--- src/rtl/saber_seq_pkg.sv ---
// Shared definitions for the SABER command sequencer: entry kinds, core
// opcodes, done-line indices, FSM states and entry field extraction helpers.
package saber_seq_pkg;

    localparam logic [1:0] KIND_EXEC = 2'b00;
    localparam logic [1:0] KIND_CFG  = 2'b01;
    localparam logic [1:0] KIND_NOP  = 2'b10;
    localparam logic [1:0] KIND_HALT = 2'b11;

    localparam int OP_SHAKE_CFG  = 0;
    localparam int OP_SHA3       = 2;
    localparam int OP_SHAKE      = 3;
    localparam int OP_BS2POLVECP = 9;
    localparam int OP_VMUL       = 10;
    localparam int OP_UNPACK     = 11;
    localparam int OP_COPY       = 12;

    localparam int DONE_SHAKE      = 0;
    localparam int DONE_VMUL       = 1;
    localparam int DONE_ADDROUND   = 2;
    localparam int DONE_ADDPACK    = 3;
    localparam int DONE_BS2POLVECP = 4;
    localparam int DONE_UNPACK     = 5;
    localparam int DONE_COPY       = 6;
    localparam int DONE_SPARE      = 7;

    // Entries are widened to this container so the helpers work for any
    // parameterisation of the sequencer.
    localparam int ENTRY_MAX_W = 128;
    typedef logic [ENTRY_MAX_W-1:0] entry_wide_t;

    typedef enum logic [3:0] {
        S_IDLE,
        S_FETCH,
        S_DECODE,
        S_PRIME,
        S_ISSUE,
        S_WAIT_HI,
        S_SETTLE,
        S_CLEAR,
        S_WAIT_LO,
        S_NEXT,
        S_ERR_CLR
    } seq_state_e;

    function automatic logic [1:0] entry_kind(input entry_wide_t e,
                                              input int unsigned dsel_w,
                                              input int unsigned cmd_w);
        entry_wide_t shifted;
        shifted = e >> (dsel_w + cmd_w);
        return shifted[1:0];
    endfunction

    function automatic entry_wide_t entry_dsel(input entry_wide_t e,
                                               input int unsigned dsel_w,
                                               input int unsigned cmd_w);
        return (e >> cmd_w) & ((entry_wide_t'(1) << dsel_w) - entry_wide_t'(1));
    endfunction

    function automatic entry_wide_t entry_payload(input entry_wide_t e,
                                                  input int unsigned cmd_w);
        return e & ((entry_wide_t'(1) << cmd_w) - entry_wide_t'(1));
    endfunction

    // Opcodes beyond the 32-bit mask never need a prime cycle.
    function automatic logic op_needs_prime(input logic [31:0] mask,
                                            input logic [31:0] op);
        return (op < 32) ? mask[op[4:0]] : 1'b0;
    endfunction

endpackage

--- src/rtl/saber_cmd_sequencer_if.sv ---
// Command/done handshake between the sequencer and the SABER compute core.
interface saber_cmd_sequencer_if #(
    parameter int CMD_W  = 35,
    parameter int N_DONE = 8
);
    logic [CMD_W-1:0]  cmd_out;
    logic              cmd_we0;
    logic              cmd_we1;
    logic [N_DONE-1:0] done_in;

    modport master (output cmd_out, cmd_we0, cmd_we1, input done_in);
    modport slave  (input cmd_out, cmd_we0, cmd_we1, output done_in);
endinterface

--- src/rtl/saber_seq_prog_ram.sv ---
// Single-port program RAM with one-cycle registered read.
module saber_seq_prog_ram #(
    parameter int DEPTH = 32,
    parameter int WIDTH = 40,
    localparam int AW = $clog2(DEPTH)
) (
    input  logic             clk,
    input  logic             we,
    input  logic [AW-1:0]    addr,
    input  logic [WIDTH-1:0] wdata,
    output logic [WIDTH-1:0] rdata
);
    logic [WIDTH-1:0] mem [DEPTH];

    // Write port and registered read share the single address.
    always_ff @(posedge clk) begin
        if (we) begin
            mem[addr] <= wdata;
        end
        rdata <= mem[addr];
    end
endmodule

--- src/rtl/saber_cmd_sequencer.sv ---
// Program-driven command sequencer: fetches entries from the program RAM,
// issues them to the core, waits on the selected done line and clears.
module saber_cmd_sequencer
    import saber_seq_pkg::*;
#(
    parameter int          ADDR_W    = 10,
    parameter int          OP_W      = 5,
    parameter int          DEPTH     = 32,
    parameter int          N_DONE    = 8,
    parameter logic [31:0] SHAKE_OPS = 32'h0000_000C,
    parameter int          TIMEOUT_W = 20,
    localparam int PC_W    = $clog2(DEPTH),
    localparam int DSEL_W  = $clog2(N_DONE),
    localparam int CMD_W   = 3 * ADDR_W + OP_W,
    localparam int ENTRY_W = 2 + DSEL_W + CMD_W
) (
    input  logic                  clk,
    input  logic                  rst,
    input  logic                  prog_we,
    input  logic [PC_W-1:0]       prog_addr,
    input  logic [ENTRY_W-1:0]    prog_wdata,
    input  logic                  start,
    input  logic [PC_W-1:0]       start_pc,
    input  logic                  abort,
    saber_cmd_sequencer_if.master core,
    output logic                  busy,
    output logic                  seq_done,
    output logic                  seq_err,
    output logic [PC_W-1:0]       pc
);
    seq_state_e           state_reg, state_next;
    logic [PC_W-1:0]      pc_reg, pc_next;
    logic                 seq_err_reg, seq_err_next;
    logic [TIMEOUT_W-1:0] wdog_reg, wdog_next, wdog_inc;
    logic [CMD_W-1:0]     hold_reg;   // last value presented on cmd_out
    logic [CMD_W-1:0]     cmd_next;
    logic                 we0_next, we1_next, done_pulse;

    logic                 ram_we;
    logic [PC_W-1:0]      ram_addr;
    logic [ENTRY_W-1:0]   rd_data;
    entry_wide_t          entry_wide;
    logic [1:0]           kind;
    logic [DSEL_W-1:0]    dsel;
    logic [CMD_W-1:0]     payload, payload_noop;
    logic                 op_prime, done_sel, timeout;
    logic [N_DONE-1:0]    done_hit;

    // The program can only be edited while idle, so the RAM address simply
    // follows pc whenever a program is running.
    assign ram_we   = prog_we && (state_reg == S_IDLE);
    assign ram_addr = (state_reg == S_IDLE) ? prog_addr : pc_reg;

    saber_seq_prog_ram #(.DEPTH(DEPTH), .WIDTH(ENTRY_W)) u_prog_ram (
        .clk   (clk),
        .we    (ram_we),
        .addr  (ram_addr),
        .wdata (prog_wdata),
        .rdata (rd_data)
    );

    // RAM output stays stable for the whole entry since pc only moves in NEXT.
    assign entry_wide   = entry_wide_t'(rd_data);
    assign kind         = entry_kind(entry_wide, DSEL_W, CMD_W);
    assign dsel         = DSEL_W'(entry_dsel(entry_wide, DSEL_W, CMD_W));
    assign payload      = CMD_W'(entry_payload(entry_wide, CMD_W));
    assign payload_noop = {payload[CMD_W-1:OP_W], OP_W'(OP_SHAKE_CFG)};
    assign op_prime     = op_needs_prime(SHAKE_OPS, 32'(payload[OP_W-1:0]));

    for (genvar gi = 0; gi < N_DONE; gi++) begin : g_done_sel
        assign done_hit[gi] = core.done_in[gi] && (dsel == DSEL_W'(gi));
    end
    assign done_sel = |done_hit;

    // Timeout fires on the wait cycle in which the counter becomes all-ones.
    assign wdog_inc = wdog_reg + TIMEOUT_W'(1);
    assign timeout  = &wdog_inc;

    // Next-state, strobe and status decode.
    always_comb begin
        state_next   = state_reg;
        pc_next      = pc_reg;
        seq_err_next = seq_err_reg;
        cmd_next     = hold_reg;
        we0_next     = 1'b0;
        we1_next     = 1'b0;
        done_pulse   = 1'b0;
        unique case (state_reg)
            S_IDLE: begin
                if (start) begin
                    pc_next      = start_pc;
                    seq_err_next = 1'b0;
                    state_next   = S_FETCH;
                end
            end
            S_FETCH: state_next = S_DECODE;
            S_DECODE: begin
                unique case (kind)
                    KIND_HALT: begin
                        done_pulse = 1'b1;
                        state_next = S_IDLE;
                    end
                    KIND_NOP: state_next = S_NEXT;
                    KIND_CFG: begin
                        cmd_next   = payload;
                        we1_next   = 1'b1;
                        state_next = S_NEXT;
                    end
                    default: state_next = op_prime ? S_PRIME : S_ISSUE;
                endcase
            end
            S_PRIME: begin
                cmd_next   = payload_noop;
                we0_next   = 1'b1;
                state_next = S_ISSUE;
            end
            S_ISSUE: begin
                cmd_next   = payload;
                we0_next   = 1'b1;
                state_next = S_WAIT_HI;
            end
            S_WAIT_HI: begin
                if (done_sel)     state_next = S_SETTLE;
                else if (timeout) state_next = S_ERR_CLR;
            end
            S_SETTLE: state_next = S_CLEAR;
            S_CLEAR: begin
                cmd_next   = '0;
                we0_next   = 1'b1;
                state_next = S_WAIT_LO;
            end
            S_WAIT_LO: begin
                if (!done_sel)    state_next = S_NEXT;
                else if (timeout) state_next = S_ERR_CLR;
            end
            S_NEXT: begin
                if (&pc_reg) begin
                    done_pulse = 1'b1;
                    state_next = S_IDLE;
                end else begin
                    pc_next    = pc_reg + PC_W'(1);
                    state_next = S_FETCH;
                end
            end
            S_ERR_CLR: begin
                cmd_next     = '0;
                we0_next     = 1'b1;
                seq_err_next = 1'b1;
                state_next   = S_IDLE;
            end
            default: state_next = S_IDLE;
        endcase
        // Abort lets this cycle's strobe complete, then diverts to ERR_CLR.
        if (abort && state_reg != S_IDLE && state_reg != S_ERR_CLR) begin
            state_next = S_ERR_CLR;
            pc_next    = pc_reg;
            done_pulse = 1'b0;
        end
        // The watchdog restarts whenever the state changes.
        wdog_next = (state_next != state_reg) ? '0 : wdog_inc;
    end

    // State, pc, status and held-command registers.
    always_ff @(posedge clk) begin
        if (rst) begin
            state_reg   <= S_IDLE;
            pc_reg      <= '0;
            seq_err_reg <= 1'b0;
            wdog_reg    <= '0;
            hold_reg    <= '0;
        end else begin
            state_reg   <= state_next;
            pc_reg      <= pc_next;
            seq_err_reg <= seq_err_next;
            wdog_reg    <= wdog_next;
            hold_reg    <= cmd_next;
        end
    end

    assign core.cmd_out = cmd_next;
    assign core.cmd_we0 = we0_next;
    assign core.cmd_we1 = we1_next;
    assign busy         = (state_reg != S_IDLE);
    assign seq_done     = done_pulse;
    assign seq_err      = seq_err_reg;
    assign pc           = pc_reg;
endmodule

--- src/flat_wrapper.sv ---
// flat-port wrapper written by rule: the top's interface ports become plain ports
module saber_cmd_sequencer_flat import saber_seq_pkg::*;
#(
    parameter int          ADDR_W    = 10,
    parameter int          OP_W      = 5,
    parameter int          DEPTH     = 32,
    parameter int          N_DONE    = 8,
    parameter logic [31:0] SHAKE_OPS = 32'h0000_000C,
    parameter int          TIMEOUT_W = 20,
    localparam int PC_W    = $clog2(DEPTH),
    localparam int DSEL_W  = $clog2(N_DONE),
    localparam int CMD_W   = 3 * ADDR_W + OP_W,
    localparam int ENTRY_W = 2 + DSEL_W + CMD_W
)
  (clk, rst, prog_we, prog_addr, prog_wdata, start, start_pc, abort, busy, seq_done, seq_err, pc, core_cmd_out, core_cmd_we0, core_cmd_we1, core_done_in);
  saber_cmd_sequencer_if #(.CMD_W((35)), .N_DONE(N_DONE)) core_i ();
  input  logic clk;
  input  logic rst;
  input  logic prog_we;
  input  logic [PC_W-1:0] prog_addr;
  input  logic [ENTRY_W-1:0] prog_wdata;
  input  logic start;
  input  logic [PC_W-1:0] start_pc;
  input  logic abort;
  output logic busy;
  output logic seq_done;
  output logic seq_err;
  output logic [PC_W-1:0] pc;
  output wire logic [$bits(core_i.cmd_out)-1:0] core_cmd_out;
  output wire logic [$bits(core_i.cmd_we0)-1:0] core_cmd_we0;
  output wire logic [$bits(core_i.cmd_we1)-1:0] core_cmd_we1;
  input wire logic [$bits(core_i.done_in)-1:0] core_done_in;
  assign core_cmd_out = core_i.cmd_out;
  assign core_cmd_we0 = core_i.cmd_we0;
  assign core_cmd_we1 = core_i.cmd_we1;
  assign core_i.done_in = core_done_in;
  saber_cmd_sequencer #(.ADDR_W(ADDR_W), .OP_W(OP_W), .DEPTH(DEPTH), .N_DONE(N_DONE), .SHAKE_OPS(SHAKE_OPS), .TIMEOUT_W(TIMEOUT_W)) u_core (.clk(clk), .rst(rst), .prog_we(prog_we), .prog_addr(prog_addr), .prog_wdata(prog_wdata), .start(start), .start_pc(start_pc), .abort(abort), .core(core_i), .busy(busy), .seq_done(seq_done), .seq_err(seq_err), .pc(pc));
endmodule
--- config.mk ---
export PLATFORM = sky130hd
export DESIGN_NAME = saber_cmd_sequencer_flat
export DESIGN_NICKNAME = d
export VERILOG_FILES = /design/src/rtl/saber_seq_pkg.sv /design/src/rtl/saber_cmd_sequencer_if.sv /design/src/rtl/saber_seq_prog_ram.sv /design/src/rtl/saber_cmd_sequencer.sv /design/src/flat_wrapper.sv
export SDC_FILE = /design/constraint.sdc
export NUM_CORES = 1
export LEC_CHECK = 0
export CORE_ASPECT_RATIO = 0.6
export CORE_MARGIN = 2
export CORE_UTILIZATION = 32
export DETAILED_ROUTE_END_ITERATION = 6
export GPL_ROUTABILITY_DRIVEN = 0
export HOLD_SLACK_MARGIN = 0.03
export SETUP_SLACK_MARGIN = 0.3
export SKIP_LAST_GASP = 1
export SYNTH_ARGS = -nofsm -noshare
export SYNTH_HDL_FRONTEND = slang
export SYNTH_SLANG_ARGS = --single-unit
--- constraint.sdc ---
create_clock -name clk -period 4.35 [get_ports clk]
set_clock_uncertainty 0.05 [all_clocks]
set_input_delay 1.0875 -clock clk [delete_from_list [all_inputs] [get_ports clk]]
set_output_delay 1.0875 -clock clk [all_outputs]
set_load 0.1 [all_outputs]
==> impl_results.rst, run 1 <==
.. list-table::
   :header-rows: 1

   * - Metric
     - Value
   * - Post-CTS setup-driven buffer insertion count
     - 0
   * - Switching part of the total power
     - between 30% and 40%
   * - FF-to-FF Start
     - u_core.state_reg[1]
   * - Max Transition Viols Final
     - 0
   * - Area added between synthesis and finish
     - 18.27%
   * - Cells along the critical path
     - nor2b_2 -> mux2i_1 -> o21ai_2 -> nor2_4 -> buf_12 -> a22o_2 -> buf_12
   * - DRC violations left
     - 0
   * - Number of warnings reported in the yosys synthesis log
     - 0
   * - TritonCTS Sinks
     - 1,385
   * - Instance count on the critical path
     - 7
   * - Most used flip-flop cell after synthesis
     - sky130_fd_sc_hd__edfxtp_1
   * - Clock-pin slew of the registers on the worst-case setup and hold paths
     - roughly 70 ps
   * - Power Internal
     - 26,470 uW
   * - Flip-flop and latch count after synthesis
     - 1,385
   * - Clock latency reported for the late side of the worst-skew pair
     - 740 ps
   * - Final HPWL from detailed placement
     - 84,800 um
   * - Routed WL
     - 154,700 um
   * - Endpoints failing setup
     - 0
   * - CTS hold repair buffers
     - 0
   * - Clock group share of total power
     - 27.9%
   * - CP max FO
     - 35
   * - Core footprint
     - roughly 160,000 um^2
   * - Final critical delay including setup and external delays
     - 3829 ps
   * - Cell count after synthesis
     - 3,029
   * - Total Neg Setup Slack
     - 0 ps
   * - I/O pin total
     - between 100 and 150
   * - Sequential area share after synthesis
     - 76.39%
   * - Final #Nets
     - 3,310
   * - Depth of the worst hold-timing path
     - 2
   * - Fin crit share
     - 88.02%
   * - Average routed wire per standard cell
     - between 20 and 30 um
   * - Number of placement rows
     - between 100 and 150
   * - Setup repair after global routing missed its margin
     - no
   * - Max FFs per register
     - approximately 1,300
   * - Critical path type
     - reg -> out
   * - Vias in the first global route
     - approximately 28,000
   * - Largest net degree at the start of global routing
     - 71
   * - Hold path start
     - u_core.seq_err
   * - Number of enable flip-flop cells after synthesis
     - 1,280
   * - Placement-stage worst setup slack
     - 387.1 ps
   * - Maximum vdd drop
     - ~0.65 mV
   * - Clk root buf
     - sky130_fd_sc_hd__clkbuf_16
   * - Antenna violation net count after detailed routing
     - 0
   * - Share of flip-flops with an asynchronous set or reset after synthesis
     - 0%
   * - Startpoint Class
     - register
   * - Required time worst endpoint
     - 3210 ps
   * - Number of buffers created by CTS
     - 117
   * - TritonCTS clock tree
     - built
   * - Fraction of layout cells with a size suffix above 1
     - 14.83%
   * - TritonRoute pass-1 iters
     - 6
   * - Critical path's most frequent cell
     - sky130_fd_sc_hd__buf_12
   * - Commonest cells post-synth
     - 1,280 x sky130_fd_sc_hd__edfxtp_1, 648 x sky130_fd_sc_hd__mux2i_1, 322 x sky130_fd_sc_hd__o22ai_1
   * - Overall routing resource usage
     - ~18%
   * - Cell with the most instances after synthesis
     - sky130_fd_sc_hd__edfxtp_1
   * - Critical path's largest stage delay
     - 470 ps
   * - Final Non-Filler Cells
     - 5,570
   * - Mapped Avg Cell Area
     - 17.52 um^2
   * - Buffers on Ports
     - around 110
   * - Pwr Density
     - 635.7 nW/um^2
   * - Max capacitance violation total
     - 0
   * - Origin of the worst setup path
     - u_core.state_reg[2]
   * - Total power of the final layout
     - ~40,000 uW
   * - Post-layout worst setup margin
     - ~520 ps
   * - Max-slew headroom
     - 19.80%
   * - Level count of the clock H-tree
     - 3
   * - Count of endpoints failing hold in the final timing report
     - 0
   * - Outcome
     - complete, no violations
   * - CP delay by family, top
     - compound AO/OA/AOI/OAI gates
   * - Total instance count after detailed placement
     - 5,344
   * - Die Outline Area
     - roughly 170,000 um^2
   * - Seq pwr share
     - 39.5%
   * - Buffers and inverters on the worst path
     - 2
   * - Violation count after the first detailed-routing iteration
     - 3,629
   * - CP Data Arrival Time
     - 2690 ps
   * - Comb pwr share
     - 32.5%
   * - Maximum number of buffers from clock root to sink
     - 3
   * - Vias per cell
     - 5.268
   * - Count of distinct cell types in the synthesized netlist
     - 56
   * - Total number of vias
     - 29,340
   * - Global-route wire length before repair
     - 216,000 um
   * - Switching pwr
     - 13,430 uW
   * - Class of the tightest hold or removal check
     - reg -> reg
   * - Share of Yosys cell area claimed by the top area cell type
     - between 70% and 80%
   * - Maximum clock frequency
     - between 0.2 and 0.3 GHz
   * - Measured slew at the worst slew-check pin
     - 1199 ps
   * - Slowest cell on the critical path
     - sky130_fd_sc_hd__dfxtp_4
   * - Leakage dissipation
     - 0.02226 uW
   * - Total gr overflow
     - 0
   * - Summed instance area of the synthesized netlist
     - around 53,000 um^2
   * - Horizontal extent of the die
     - 529.7 um
   * - Floorplan die height
     - 319.4 um
   * - Initial antenna violation count
     - 5
   * - Syn nets
     - 3,099
   * - Critical Path Sink Type
     - output pin
   * - Yosys top cell by area
     - sky130_fd_sc_hd__edfxtp_1
   * - Cells on worst reg2reg path
     - 9
   * - Effective utilization at floorplan
     - 32.30%
   * - Biggest area contributors in the synthesized netlist
     - sky130_fd_sc_hd__edfxtp_1 72%, sky130_fd_sc_hd__mux2i_1 12%, sky130_fd_sc_hd__dfxtp_1 4.0%
==> layout by cell type (no fill, tap or decap), drive strengths merged, types with 54 or more instances in the layout <==
cell / instances
clkdlybuf4s50: 67
buf: 194
o22ai: 322
mux2i: 648
nor2: 55
edfxtp: 1280
nor4: 84
dfxtp: 105
clkbuf: 148
nand2: 77
clkinv: 54
==> power groups by stage <==
stage	combinational (uW)	sequential, uW	clock, uW
3_3_place_gp	12900	16100	0
4_1_cts	13000	15800	11300
6_report	13000	15800	11100
5_1_grt	13600	15800	11900
3_5_place_dp	12900	16100	0
2_1_floorplan	8430	15900	0
==> metrics by stage <==
| stage | hold WS [ps] | utilization, % | cell area [um^2] |
|---|---|---|---|
| detailed placement | 480.1 | 35.68 | 58640 |
| CTS | 488.4 | 38.19 | 62750 |
| global route | 507.9 | 38.20 | 62760 |
| floorplan | 477.5 | - | 53110 |
| global placement | 469.4 | 35.68 | 58640 |
| finish | 482.6 | 38.20 | 62770 |
==> worst min-delay path, stage by stage (launching register included) <==
cell	delay (ps)
sky130_fd_sc_hd__dfxtp_1	320
sky130_fd_sc_hd__a21oi_1	110
sky130_fd_sc_hd__nor3_1	50
==> cell families (layout without fill, tap and decap cells) <==
| kind of cell | count (synthesis) | after routing | synth area share (%) |
|---|---|---|---|
| flops | 1385 | 1385 | 76.39 |
| mux | 654 | 654 | 12.39 |
| compound gates | 424 | 424 | 5.182 |
| simple gates | 364 | 364 | 3.628 |
| buf+inv | 177 | 493 | 1.947 |
| xor+xnor | 18 | 18 | 0.2971 |
| fa+ha+maj | 7 | 7 | 0.1650 |
| other cells | 0 | 2 | 0 |
==> worst paths after layout <==
check / slack (ps) / to
worst max-delay path: 520 / core_cmd_out[25]
worst min-delay path: 480 / u_core.seq_err
worst max register to register: 660 / u_core.u_prog_ram.rdata[3]
worst min register to register: 480 / u_core.seq_err
==> per-layer routing <==
metal	track usage, %	share of wire [%]
met4	3.429	1.7
met1	27.09	46
met3	3.529	8.2
met2	26.65	44
met5	0	0.022
==> repair_timing <==
action,4_1_cts,5_1_grt
cloned,0,0
gates resized for setup,5,4
setup endpoints to repair,35,9
==> final cells by class <==
class                   count  area, um^2
diodes                      2       5.005
clock buffers             148        3316
clock inverters            76       790.8
fillers                 15050      101600
inverters                   8       30.03
multi-input cells        1467       12030
flip-flops and latches   1385       40550
well taps                2223        2781
repair buffers            261        3263
Power figures use the tool's default switching activity.
==> run 2, diff against run 1 <==
--- a/config.mk
+++ b/config.mk
@@ -13,6 +13,7 @@
 export HOLD_SLACK_MARGIN = 0.03
 export SETUP_SLACK_MARGIN = 0.3
 export SKIP_LAST_GASP = 1
+export SLEW_MARGIN = 20
 export SYNTH_ARGS = -nofsm -noshare
 export SYNTH_HDL_FRONTEND = slang
 export SYNTH_SLANG_ARGS = --single-unit
==> run 2 against run 1 <==
Against the previous run: critical path depth unchanged; final cell count hardly changed; register-to-register slack about the same; utilization about the same; fmax down 0.44%; wire length down 0.11%; sequential power is essentially flat.
==> impl_results.rst, run 2 (synthesis gave the netlist of run 1 again) <==
.. list-table::
   :header-rows: 1

   * - Metric
     - Value
   * - Outcome
     - complete, no violations
   * - Post-layout worst setup margin
     - 504.1 ps (-16.78 ps)
   * - TritonCTS Sinks
     - 1,385 (unchanged)
   * - Critical path type
     - reg -> out
   * - Placement-stage worst setup slack
     - 387.1 ps (unchanged)
   * - Final HPWL from detailed placement
     - 84,800 um (unchanged)
   * - Buffers on Ports
     - 107 (unchanged)
   * - Fraction of layout cells with a size suffix above 1
     - 15.10% (+0.27 points)
   * - Register cell area after layout
     - 40,550 um^2 (unchanged)
   * - Antenna violation net count after detailed routing
     - 0 (unchanged)
   * - Commonest cells after routing, fill and taps aside
     - 1,280 x sky130_fd_sc_hd__edfxtp_1, 645 x sky130_fd_sc_hd__mux2i_1, 322 x sky130_fd_sc_hd__o22ai_1, 126 x sky130_fd_sc_hd__clkbuf_16
   * - Core footprint
     - 164,300 um^2 (unchanged)
   * - Total number of vias
     - 29,270 (-0.26%)
   * - Most crowded layer after global routing
     - met1
   * - Pwr Density
     - 636.1 nW/um^2 (about the same)
   * - Initial antenna violation count
     - 6 (+1)
   * - Clock-pin slew of the registers on the worst-case setup and hold paths
     - 70 ps (about the same)
   * - Violation count after the first detailed-routing iteration
     - 3,637 (+0.22%)
   * - Vias in the first global route
     - 27,790 (unchanged)
   * - Global-route wire length before repair
     - 216,000 um (unchanged)
   * - Area added between synthesis and finish
     - 18.18% (about the same)
   * - Clk root buf
     - sky130_fd_sc_hd__clkbuf_16
   * - Effective utilization at floorplan
     - 32.30% (unchanged)
   * - Max-slew headroom
     - 24.62% (+4.8 points)
   * - Required time worst endpoint
     - 3210 ps (about the same)
   * - I/O pin total
     - 108 (unchanged)
   * - Maximum number of buffers from clock root to sink
     - 3 (unchanged)
   * - Commonest non-fill, non-tap cell in the layout
     - sky130_fd_sc_hd__edfxtp_1
   * - GRT met2 Usage
     - 26.65% (unchanged)
   * - Number of buffers created by CTS
     - 117 (unchanged)
   * - Average routed wire per standard cell
     - 27.75 um (about the same)
   * - CP Data Arrival Time
     - 2710 ps (+20 ps)
   * - Critical Path Sink Type
     - output pin
   * - Startpoint Class
     - register
   * - Total Neg Setup Slack
     - 0 ps (unchanged)
   * - Count of endpoints failing hold in the final timing report
     - 0 (unchanged)
   * - TritonRoute pass-1 iters
     - 5 (-1)
   * - Clock latency reported for the late side of the worst-skew pair
     - 740 ps (about the same)
   * - Final core utilization
     - 38.17% (about the same)
   * - Post-CTS setup-driven buffer insertion count
     - 0 (unchanged)
   * - Die Outline Area
     - 169,200 um^2 (unchanged)
   * - Antenna diode count
     - 0 (-2)
   * - Overall routing resource usage
     - 17.91% (unchanged)
   * - Class of the tightest hold or removal check
     - reg -> reg
   * - Max FFs per register
     - 1,280 (unchanged)
   * - Measured slew at the worst slew-check pin
     - 1127 ps (-72.07 ps)
   * - Filler cells
     - 15,060 (+0.060%)
   * - Leakage dissipation
     - 0.02226 uW (about the same)
   * - Final critical delay including setup and external delays
     - 3846 ps (+16.78 ps)
   * - Total gr overflow
     - 0 (unchanged)
   * - CP max FO
     - 35 (unchanged)
   * - Total power of the final layout
     - 39,900 uW (about the same)
   * - Max capacitance violation total
     - 0 (unchanged)
   * - Horizontal extent of the die
     - 529.7 um (unchanged)
   * - Final #Nets
     - 3,310 (unchanged)
   * - Floorplan die height
     - 319.4 um (unchanged)
   * - Max Transition Viols Final
     - 0 (unchanged)
   * - Maximum clock frequency
     - 0.2600 GHz (-0.44%)
   * - Setup repair after global routing missed its margin
     - no
   * - Met3 usage
     - 3.529% (unchanged)
   * - Vias per cell
     - 5.256 (-0.22%)
   * - DRC violations left
     - 0 (unchanged)
   * - Endpoints failing setup
     - 0 (unchanged)
   * - Largest net degree at the start of global routing
     - 71 (unchanged)
   * - Fin crit share
     - 88.41% (+0.39 points)
   * - TritonCTS clock tree
     - built
   * - Level count of the clock H-tree
     - 3 (unchanged)
   * - Maximum vdd drop
     - 0.6459 mV (-0.39%)
   * - Met1 usage in global routing
     - 27.09% (unchanged)
   * - Routed WL
     - 154,500 um (-0.11%)
   * - Number of placement rows
     - 115 (unchanged)
   * - Area occupied by multi-input gates
     - 12,030 um^2 (unchanged)
-- run 2: area by class of cell --
cell class                      instances  area share (%)
Clock inverter                         76           1.261
Inverter                                8         0.04788
Clock buffer                          148           5.287
Sequential cell                      1385           64.65
Timing Repair Buffer                  261           5.131
Multi-Input combinational cell       1467           19.18
Tap cell                             2223           4.435
-- run 2: where the power goes --
part	leakage [uW]	internal (uW)	switching, uW
clock network	0.00203	6160	4990
registers	0.0124	15300	431
logic	0.00784	4960	8000
-- run 2: timing repair --
| item | 4_1_cts | 5_1_grt |
|---|---|---|
| endpoints found under the setup margin | 35 | 9 |
| hold buffers | 0 | 0 |
| endpoints found under the hold margin | 0 | 0 |
| gates resized for setup | 5 | 4 |
-- run 2: metrics by stage --
| step | hold WS (ps) | cells | area, um^2 |
|---|---|---|---|
| after floorplan | 477.5 | 3029 | 53110 |
| after global placement | 469.4 | 5344 | 58640 |
| after detailed placement | 480.1 | 5344 | 58640 |
| after CTS | 488.4 | 5568 | 62750 |
| after global routing | 507.9 | 5568 | 62720 |
| final | 482.8 | 5568 | 62720 |
-- run 2: final timing paths --
| check | endpoint | cells after the start | startpoint | slack, ps |
|---|---|---|---|---|
| worst max register to register | u_core.u_prog_ram.rdata[3] | 9 | u_core.state_reg[1] | 660 |
| worst min register to register | u_core.seq_err | 2 | u_core.seq_err | 480 |
| worst min-delay path | u_core.seq_err | 2 | u_core.seq_err | 480 |
| worst max-delay path | core_cmd_out[25] | 7 | u_core.state_reg[2] | 500 |
-- run 2: critical path, stage by stage, from the launching register on --
cell	delay (ps)
sky130_fd_sc_hd__dfxtp_4	470
sky130_fd_sc_hd__nor2b_2	310
sky130_fd_sc_hd__mux2i_1	130
sky130_fd_sc_hd__o21ai_2	190
sky130_fd_sc_hd__nor2_4	70
sky130_fd_sc_hd__buf_12	170
sky130_fd_sc_hd__a22o_2	360
sky130_fd_sc_hd__buf_12	180
-- run 2: metal layers --
layer / vias to the layer above / wire (um)
met4: 6 / 2599
met1: 15220 / 70840
li1: 12610 / -
met3: 172 / 12900
met5: - / 34
met2: 1260 / 68120
